`config.mk`:
```
export PLATFORM = sky130hd
export DESIGN_NAME = vec_product_sched
export DESIGN_NICKNAME = d
export VERILOG_FILES = /design/src/rtl/vec_product_sched.sv
export SDC_FILE = /design/constraint.sdc
export NUM_CORES = 1
export LEC_CHECK = 0
export ABC_AREA = 1
export BUFFER_PORTS_ARGS = -buffer_cell sky130_fd_sc_hd__buf_2
export CAP_MARGIN = 40
export CORE_AREA = 2 2 436 438
export CTS_BUF_LIST = sky130_fd_sc_hd__clkbuf_16
export DETAILED_ROUTE_END_ITERATION = 8
export DIE_AREA = 0 0 438 440
export HOLD_SLACK_MARGIN = 0.02
export PLACE_DENSITY_LB_ADDON = 0.12
export SLEW_MARGIN = 20
export SYNTH_ARGS = -nofsm -noshare
export SYNTH_HDL_FRONTEND = slang
export SYNTH_SLANG_ARGS = --single-unit
```
`constraint.sdc`:
```
create_clock -name i_clk -period 1.85 [get_ports i_clk]
set_input_delay 0 -clock i_clk [delete_from_list [all_inputs] [get_ports i_clk]]
set_output_delay 0 -clock i_clk [all_outputs]
set_load 0.01 [all_outputs]
```
`src/rtl/vec_product_sched.sv`:
```
// Mat-vec sequencer for vec_product: issues chunk reads, stages operands, accumulates rows, queues results.
// Latency: issue at t, operands valid t+2, row result at o_res_valid from t+3; 1 chunk/cycle when unstalled.
// Backpressure: a row's last chunk issues only while queued+in-flight results < 2, so the 2-entry queue never overflows.
module vec_product_sched #(
    parameter int DATA_W = 4,
    parameter int VS     = 64,
    parameter int RES_W  = 14,
    parameter int ACC_W  = 24,
    parameter int ROW_W  = 8,
    parameter int CHK_W  = 6
) (
    input  logic                   i_clk,
    input  logic                   i_rst,
    input  logic                   i_start,
    input  logic [ROW_W-1:0]       i_rows_m1,
    input  logic [CHK_W-1:0]       i_chunks_m1,
    output logic                   o_busy,
    output logic                   o_done,
    output logic                   o_rd_en,
    output logic [ROW_W+CHK_W-1:0] o_w_addr,
    output logic [CHK_W-1:0]       o_x_addr,
    input  logic [DATA_W*VS-1:0]   i_w_data,
    input  logic [DATA_W*VS-1:0]   i_x_data,
    output logic [DATA_W*VS-1:0]   o_vp_a,
    output logic [DATA_W*VS-1:0]   o_vp_b,
    input  logic [RES_W-1:0]       i_vp_product,
    output logic                   o_res_valid,
    input  logic                   i_res_ready,
    output logic [ACC_W-1:0]       o_res_data,
    output logic [ROW_W-1:0]       o_res_row
);
    typedef enum logic [1:0] {S_IDLE, S_RUN, S_DRAIN, S_DONE} state_t;
    state_t state, state_nxt;

    logic [ROW_W-1:0]       rows_m1, row_cnt;
    logic [CHK_W-1:0]       chunks_m1, chk_cnt;
    logic [ROW_W+CHK_W-1:0] w_addr;
    logic                   p0_vld, p0_first, p0_last;
    logic [ROW_W-1:0]       p0_row;
    logic                   p1_vld, p1_first, p1_last;
    logic [ROW_W-1:0]       p1_row;
    logic [ACC_W-1:0]       acc, acc_nxt, prod_ext;
    logic [ACC_W-1:0]       q_data [2];
    logic [ROW_W-1:0]       q_row  [2];
    logic                   q_wp, q_rp;
    logic [1:0]             q_cnt;
    logic [2:0]             credit_used;
    logic                   chk_last, row_last, issue_ok, pipe_empty, push, pop;

    assign chk_last   = (chk_cnt == chunks_m1);
    assign row_last   = (row_cnt == rows_m1);
    // results that will occupy the queue: already queued plus last-chunk reads still in the pipe
    assign credit_used = {1'b0, q_cnt} + {2'b0, p0_vld & p0_last} + {2'b0, p1_vld & p1_last};
    assign issue_ok   = (credit_used < 3'd2);
    assign pipe_empty = !p0_vld && !p1_vld;
    assign push       = p1_vld && p1_last;
    assign pop        = o_res_valid && i_res_ready;
    assign prod_ext   = ACC_W'($signed(i_vp_product));
    assign acc_nxt    = p1_first ? prod_ext : acc + prod_ext;

    assign o_w_addr    = w_addr;
    assign o_x_addr    = chk_cnt;
    assign o_res_valid = (q_cnt != 2'd0);
    assign o_res_data  = q_data[q_rp];
    assign o_res_row   = q_row[q_rp];

    always_ff @(posedge i_clk) begin
        if (i_rst) state <= S_IDLE;
        else       state <= state_nxt;
    end

    always_comb begin
        state_nxt = state;
        o_busy    = 1'b1;
        o_done    = 1'b0;
        o_rd_en   = 1'b0;
        case (state)
            S_IDLE: begin
                o_busy = 1'b0;
                if (i_start) state_nxt = S_RUN;
            end
            S_RUN: begin
                o_rd_en = !chk_last || issue_ok;
                if (o_rd_en && chk_last && row_last) state_nxt = S_DRAIN;
            end
            S_DRAIN: begin
                // leave as soon as the final result is being popped, so o_done follows the pop directly
                if (pipe_empty && (q_cnt == 2'd0 || (q_cnt == 2'd1 && pop))) state_nxt = S_DONE;
            end
            S_DONE: begin
                o_done    = 1'b1;
                state_nxt = S_IDLE;
            end
            default: state_nxt = S_IDLE;
        endcase
    end

    always_ff @(posedge i_clk) begin
        if (i_rst) begin
            rows_m1   <= '0;
            chunks_m1 <= '0;
            row_cnt   <= '0;
            chk_cnt   <= '0;
            w_addr    <= '0;
        end else if (state == S_IDLE && i_start) begin
            rows_m1   <= i_rows_m1;
            chunks_m1 <= i_chunks_m1;
            row_cnt   <= '0;
            chk_cnt   <= '0;
            w_addr    <= '0;
        end else if (o_rd_en) begin
            w_addr <= w_addr + 1'b1;
            if (chk_last) begin
                chk_cnt <= '0;
                row_cnt <= row_cnt + 1'b1;
            end else begin
                chk_cnt <= chk_cnt + 1'b1;
            end
        end
    end

    always_ff @(posedge i_clk) begin
        if (i_rst) begin
            p0_vld   <= 1'b0;
            p0_first <= 1'b0;
            p0_last  <= 1'b0;
            p0_row   <= '0;
            p1_vld   <= 1'b0;
            p1_first <= 1'b0;
            p1_last  <= 1'b0;
            p1_row   <= '0;
            o_vp_a   <= '0;
            o_vp_b   <= '0;
            acc      <= '0;
        end else begin
            p0_vld   <= o_rd_en;
            p0_first <= (chk_cnt == '0);
            p0_last  <= chk_last;
            p0_row   <= row_cnt;
            p1_vld   <= p0_vld;
            if (p0_vld) begin
                o_vp_a   <= i_w_data;
                o_vp_b   <= i_x_data;
                p1_first <= p0_first;
                p1_last  <= p0_last;
                p1_row   <= p0_row;
            end
            if (p1_vld) acc <= acc_nxt;
        end
    end

    always_ff @(posedge i_clk) begin
        if (i_rst) begin
            q_data[0] <= '0;
            q_data[1] <= '0;
            q_row[0]  <= '0;
            q_row[1]  <= '0;
            q_wp      <= 1'b0;
            q_rp      <= 1'b0;
            q_cnt     <= 2'd0;
        end else begin
            if (push) begin
                q_data[q_wp] <= acc_nxt;
                q_row[q_wp]  <= p1_row;
                q_wp         <= ~q_wp;
            end
            if (pop) q_rp <= ~q_rp;
            if (push && !pop)      q_cnt <= q_cnt + 2'd1;
            else if (pop && !push) q_cnt <= q_cnt - 2'd1;
        end
    end
endmodule

```
==> flow_summary.toml, run 1 <==
[setup_path]
path_depth = 12
reg2regPathDepth = 12
start_kind = "flip-flop"
critPathRequiredTime_ns = 2.28
crit_path_top_delay_cell = "fa_2"
critPathArrivalTime_ns = 2.40
timing.critical_path.mode_cell = "nand3_2"
path_cells = "ha_4 -> inv_2 -> fa_2 -> inv_4 -> nand3_2 -> nand3_2 -> buf_6 -> nand3b_1 -> nand3_1 -> nand2_1 -> nand3_2 -> a21oi_2"
crit_family = "simple AND/OR/NAND/NOR gates"
crit_buf_inv = 3
cp-end-kind = "flip-flop"
crit_fanout = 4
critPathKind = "flip-flop to flip-flop"
slowest_delay_ns = 0.36

[global_routing]
antenna_found_initial = 30
grt_max_degree = 111
grt_overflow = 0
grt_use_total_pct = 14.8
grt_pass1_vias = 30334
grt_pass1_wl_um = 211000

[cts]
clock_latency_ns = 0.72
cts_tree = "yes"
cts_buffer_depth = 3
path_clk_slew_ns = 0.06
root_buffer = "clkbuf_16"
cts_htree_levels = 3
clock_sinks = 671
numCtsBuffers = 90

[route]
drc = 0
avgViaCountPerCell = 3.74
drt_pass1_iterations = 4
wire_per_inst_um = 18.6
first_iter_violations = 1068
ant_nets = 0
drt_wl_total_um = 151000
vias = 30279

[place]
port_buffers = 1111
place.detailed.hpwl_um = 112000
gp_congestion = 0.809
pre_cts_slack_ns = -0.305
place_area_mm2 = 0.0356
placed_cells = 6967

[run_status]
violations = "setup timing"
outcome = "complete, but fails checks"

[power]
p_leak_nw = 23.6
ir_drop_mv = 0.758
total_power_mw = 53.5
powerDensity_mw_per_mm2 = 1080

[sta]
setup_viol = 28
setup_tns_ns = -1.21
report.final.hold_viol_count = 0
fin_crit_sh_pct = 106
hold_ws_ns = 0.0982
max_slew_margin_pct = 58.3
fin_skew_ns = 0.0289
rsz0062_at_grt = "true"
fin_crit_ns = 1.96
worst_pin_slew_ns = 0.624
finalWorstSetupSlack_ns = -0.114
fmax_mhz = 509
report.final.slew_viol_count = 0

[yosys]
synth_area_per_cell_um2 = 7.70
synth_seq_cells = 671
ys_seq_area_share_pct = 53.9
synthCells = 3394
ys_warn_count = 0
synth_fp_nets = 3975
synth_cell_type_count = 42
syn_area_mm2 = 0.0261

[final_layout]
final_core_utilization_pct = 26.2
drive_gt1_share_pct = 30.6
area_delta_synth_final_pct = 89.2
final_cell_area_mm2 = 0.0494
final_cells = 8091
nFillCells = 20938
final_nets = 6080

[worst_hold_path]
hold_path.class = "input port to flip-flop"
min_path_cells = 4

[die]
die_x_um = 438
start_util_pct = 13.9
die-area_mm2 = 0.193
dieHeight_um = 440
rows = 160
coreArea_mm2 = 0.189
boundaryPins = 1112

[run]
cap_violations = 0
cells by family (layout without fill, tap and decap cells):
logic type | count (synthesis) | count (layout) | synth area share (%)
simple gates | 1579 | 1579 | 23.6
flops | 671 | 671 | 53.9
compound gates | 652 | 652 | 12.6
buf+inv | 399 | 2575 | 5.87
fa+ha+maj | 37 | 37 | 1.80
mux | 33 | 33 | 1.42
xor+xnor | 23 | 23 | 0.771
other cells | 0 | 10 | 0
sequential cells by signal, indices dropped and copies added, names as in the netlist, 2 cells and up, named ones only:
name	flops
rows_m1	8
p1_row	8
q_data	48
state	2
q_cnt	2
q_row	16
o_vp_a	256
o_vp_b	256
p0_row	8
o_w_addr	14
row_cnt	8
chunks_m1	6
acc	24
o_x_addr	6
what timing repair did:
item | CTS | global route
endpoints found under the hold margin | 669 | 0
buffers inserted | 23 | 16
pin swaps | 38 | 67
resized for setup | 184 | 215
hold buffers | 911 | 0
gates cloned | 6 | 3
endpoints found under the setup margin | 110 | 189
final cells by class:
class                      count  area [µm²]  share of cell area [%]
timing repair buffer        2220       17000                    34.4
multi-input combinational   2324       11700                    23.7
tap                         2511        3140                    6.36
clock buffer                  92        2300                    4.66
sequential                   671       14100                    28.5
clock inverter                71         405                   0.821
inverter                     192         753                    1.52
antenna                       10        25.0                  0.0506
where the power goes:
part,leakage (nW),switching (mW),internal (mW)
combinational,16.6,10.8,7.11
sequential,5.62,1.50,17.6
clock,1.44,7.26,9.24
tightest hold or removal path, stage by stage:
cell,delay [ns]
dlygate4sd3_1,0.55
buf_2,0.11
nor2_1,0.03
nor2_1,0.08
synth_stat cells (all sizes together):
| cell type | count | area, µm² |
|---|---|---|
| nor2 | 1197 | 4510 |
| dfxtp | 607 | 12200 |
| o21ai | 567 | 2840 |
| nand2 | 273 | 1050 |
| inv | 191 | 719 |
| clkbuf | 190 | 713 |
| a21oi | 76 | 384 |
| edfxtp | 64 | 1920 |
| nand3 | 64 | 325 |
| ha | 36 | 450 |
| mux2 | 32 | 360 |
| buf | 17 | 97.6 |
| xor2 | 16 | 140 |
| nand4 | 15 | 93.8 |
| nor3 | 12 | 65.1 |
| nand3b | 8 | 60.1 |
| xnor2 | 7 | 61.3 |
| o211ai | 5 | 37.5 |
| or2 | 5 | 31.3 |
| nor4 | 3 | 18.8 |
| a211oi | 2 | 20.0 |
| a22oi | 1 | 7.51 |
| and2 | 1 | 6.26 |
| clkinv | 1 | 3.75 |
| fa | 1 | 20.0 |
| mux2i | 1 | 10.0 |
| nor3b | 1 | 12.5 |
| o31ai | 1 | 7.51 |
layer usage:
layer	up-vias	wire [µm]	GRT usage (%)
li1	15083	-	-
met2	773	74700	25.6
met1	14248	63700	18.0
met5	-	13	0
met4	2	3510	4.30
met3	173	8960	3.66
placed cells by master, fill, tap and decap left out, types with 10 or more instances in the layout:
cell type / n
buf_12: 31
nand2_2: 50
nand3_2: 23
clkbuf_16: 95
nor2_1: 1161
nor2_2: 23
o21ai_1: 12
nand3_4: 11
mux2_4: 32
diode_2: 10
buf_2: 1083
inv_2: 25
nand3_1: 30
dfxtp_1: 588
edfxtp_1: 64
clkinv_1: 22
buf_4: 144
dfxtp_2: 16
a21oi_2: 18
nor2_4: 13
clkinv_2: 11
inv_1: 191
nand4_1: 15
a21oi_1: 55
buf_6: 40
ha_4: 19
nand2_1: 200
nand2_4: 21
dlygate4sd3_1: 911
xor2_1: 16
o21ai_0: 550
ha_1: 16
final timing paths:
path	endpoint	start	slack (ns)
max	q_data[0][20]$_SDFFCE_PN0P_	acc[0]$_SDFFE_PP0P_	-0.11
min	o_vp_a[218]$_SDFFE_PP0P_	i_w_data[218]	0.1
max reg2reg	q_data[0][20]$_SDFFCE_PN0P_	acc[0]$_SDFFE_PP0P_	-0.11
min reg2reg	chunks_m1[3]$_SDFFE_PP0P_	chunks_m1[3]$_SDFFE_PP0P_	0.47
(Power assumes the default switching activity.)
==> run 2: changes to the inputs <==
ABC_AREA = unset   (was 1)
CORE_AREA = 2 2 433 435   (was 2 2 436 438)
DIE_AREA = 0 0 435 437   (was 0 0 438 440)
==> run 2 against run 1 <==
The flow finishes with violations (hold timing, setup timing). Utilization increased by 0.28 points. Critical path depth decreased by 2. Sequential share of layout area increased by 0.24 points. Register-to-register slack got worse by 0.50 ns. Maximum frequency decreased by 20%. Final area decreased by 0.84%. Combinational power decreased by 13%. Sequential power decreased by 7%. Sequential cell count unchanged. Worst setup slack got worse by 0.50 ns. Clock power increased by 2%. Largest power group unchanged.
==> flow_summary.toml, run 2 <==
[die]
coreArea_mm2 = 0.185
start_util_pct = 14.0
boundaryPins = 1112
rows = 158
die_x_um = 435
die-area_mm2 = 0.190
dieHeight_um = 437

[yosys]
yosysTopAreaCellShare_pct = 47.0
synth_fp_nets = 3074
synth_area_per_cell_um2 = 10.4
synthCells = 2493
yosysMostFrequentCell = "nor2_1"
synth_top_cell_by_area = "dfxtp_1"
synth_edf_count = 64
synth_cell_type_count = 63
ys_top_cells_by_count = "637 x nor2_1, 607 x dfxtp_1, 531 x mux2i_1"
synth_seq_cells = 671
ys_warn_count = 0
ys.flop_type = "dfxtp_1"
async_flop_share_pct = 0
ys_seq_area_share_pct = 54.5
yosys-top-cells-area = "dfxtp_1 47%, mux2i_1 21%, nor2_1 9.3%"
syn_area_mm2 = 0.0258

[global_routing]
grt_pass1_vias = 27098
grt_pass1_wl_um = 195000
grt_max_degree = 140
grt_overflow = 0
antenna_found_initial = 26
grt_use_total_pct = 13.9

[setup_path]
critPathKind = "flip-flop to flip-flop"
cp-end-kind = "flip-flop"
crit_path_top_delay_cell = "or4_4"
start_kind = "flip-flop"
crit_fanout = 4
path_cells = "ha_4 -> inv_2 -> fa_2 -> nor2b_4 -> o2111ai_4 -> a31oi_4 -> o22ai_4 -> o21ba_4 -> or4_4 -> nand3_2"
slowest_delay_ns = 0.48
critPathRequiredTime_ns = 2.42
critPathArrivalTime_ns = 3.03

[final_layout]
final_common_cell = "buf_2"
top_regs = "o_vp_a: 256 flops, o_vp_b: 256 flops, q_data: 48 flops"
drive_gt1_share_pct = 34.4
final_nets = 5204
regArea_mm2 = 0.0141
multi_input_area_mm2 = 0.0122
area_delta_synth_final_pct = 89.6
nFillCells = 20172
final_cell_mix = "1077 x buf_2, 896 x dlygate4sd3_1, 629 x nor2_1"

[route]
vias = 26152
ant_nets = 0
drt_wl_total_um = 137000
drt_pass1_iterations = 4
first_iter_violations = 943
avgViaCountPerCell = 3.64
drc = 0
wire_per_inst_um = 19.1

[power]
powerDensity_mw_per_mm2 = 1030
ir_drop_mv = 0.628
p_leak_nw = 21.2

[sta]
finalWorstSetupSlack_ns = -0.615
fmax_mhz = 406
hold_ws_ns = -0.264
setup_viol = 90
max_slew_margin_pct = 43.2
rsz0062_at_grt = "true"
worst_pin_slew_ns = 0.853
fin_skew_ns = 0.0240
fin_crit_sh_pct = 133
report.final.hold_viol_count = 3
report.final.slew_viol_count = 0
fin_crit_ns = 2.46
setup_tns_ns = -29.97

[cts]
cts_buffer_depth = 3
clock_sinks = 671
root_buffer = "clkbuf_16"
cts_htree_levels = 3
cts_tree = "yes"
cts.hold.buffers_added = 896
clock_latency_ns = 0.72
path_clk_slew_ns = 0.06
numCtsBuffers = 91

[place]
port_buffers = 1111
place.detailed.hpwl_um = 104000
pre_cts_slack_ns = -0.789
gp_congestion = 0.843

[run]
cap_violations = 0

[worst_hold_path]
hold_path.class = "input port to flip-flop"

[run_status]
violations = "hold timing, setup timing"
outcome = "complete, but fails checks"
## run 2: cell count changes in the layout (fill, tap and decap cells not counted), moves of 23 or more
cell     change
mux2i_1    +529
o21ai_0    -544
nor2_1     -532
buf_6       +36
inv_1      -137
inv_2       -23
nand2_1    -140
nand2_2     -42
## run 2: metrics by stage
step	util, %	hold WS, ns	power (mW)	cells	cell area (µm²)
3_3_place_gp	19.3	0.232	31.0	6084	35700
5_1_grt	26.5	-0.248	53.0	7183	49000
2_1_floorplan	-	0.136	25.2	2493	26200
3_5_place_dp	19.3	0.240	31.0	6084	35700
6_report	26.5	-0.264	50.2	7187	49000
4_1_cts	26.2	-0.370	51.0	7168	48500
## run 2: layout make-up
type	instances	share of cell area [%]
Tap cell	2480	6.33
Antenna cell	13	0.0664
Sequential cell	671	28.8
Inverter	21	0.166
Clock buffer	96	4.90
Clock inverter	68	0.769
Multi-Input combinational cell	1637	25.0
Timing Repair Buffer	2201	34.0
## run 2: logic make-up after synthesis
logic type | synth area share, %
adder cells (fa/ha/maj) | 1.82
XOR/XNOR | 1.90
AND/OR/NAND/NOR | 13.3
AO/OA/AOI/OAI | 3.79
buffers and inverters | 2.76
flip-flops | 54.5
multiplexers | 22.0
## run 2: path summary, 6_finish.rpt
kind                         from                          end  slack (ns)  cells after the start
min               i_vp_product[0]   q_data[1][0]$_SDFFCE_PN0P_       -0.26                      3
max           acc[0]$_SDFFE_PP0P_  q_data[0][22]$_SDFFCE_PN0P_       -0.61                     10
max reg2reg   acc[0]$_SDFFE_PP0P_  q_data[0][22]$_SDFFCE_PN0P_       -0.61                     10
min reg2reg  p0_row[0]$_SDFF_PP0_       p1_row[0]$_SDFFE_PP0P_        0.46                      2
## run 2: metal layers
metal / routed length [µm] / track usage [%] / up-vias
met5: 49 / 0 / -
met4: 4090 / 4.81 / 6
met3: 7590 / 3.59 / 190
met2: 69300 / 24.6 / 664
met1: 56300 / 16.2 / 12532
li1: - / - / 12760
## run 2: what timing repair did
item,in CTS,in global routing
endpoints found under the setup margin,120,130
cloned,3,1
setup buffers,26,16
gates resized for setup,168,102
pin swaps,59,55
endpoints found under the hold margin,653,3
## run 2: power by group
group          switching (mW)  leakage [nW]  internal (mW)
registers                1.17          5.60           16.6
logic                    8.07          14.1           7.56
clock network            7.30          1.49           9.57
total                    16.5          21.2           33.7
## run 2: worst max-delay path, delay by kind of cell (launching register included)
kind	cells	cell delay, ns
DFF	1	0.34
adders and majority gates	2	0.50
AOI/OAI and AO/OA	4	0.73
buffers and inverters	1	0.03
and+or+nand+nor	3	0.70
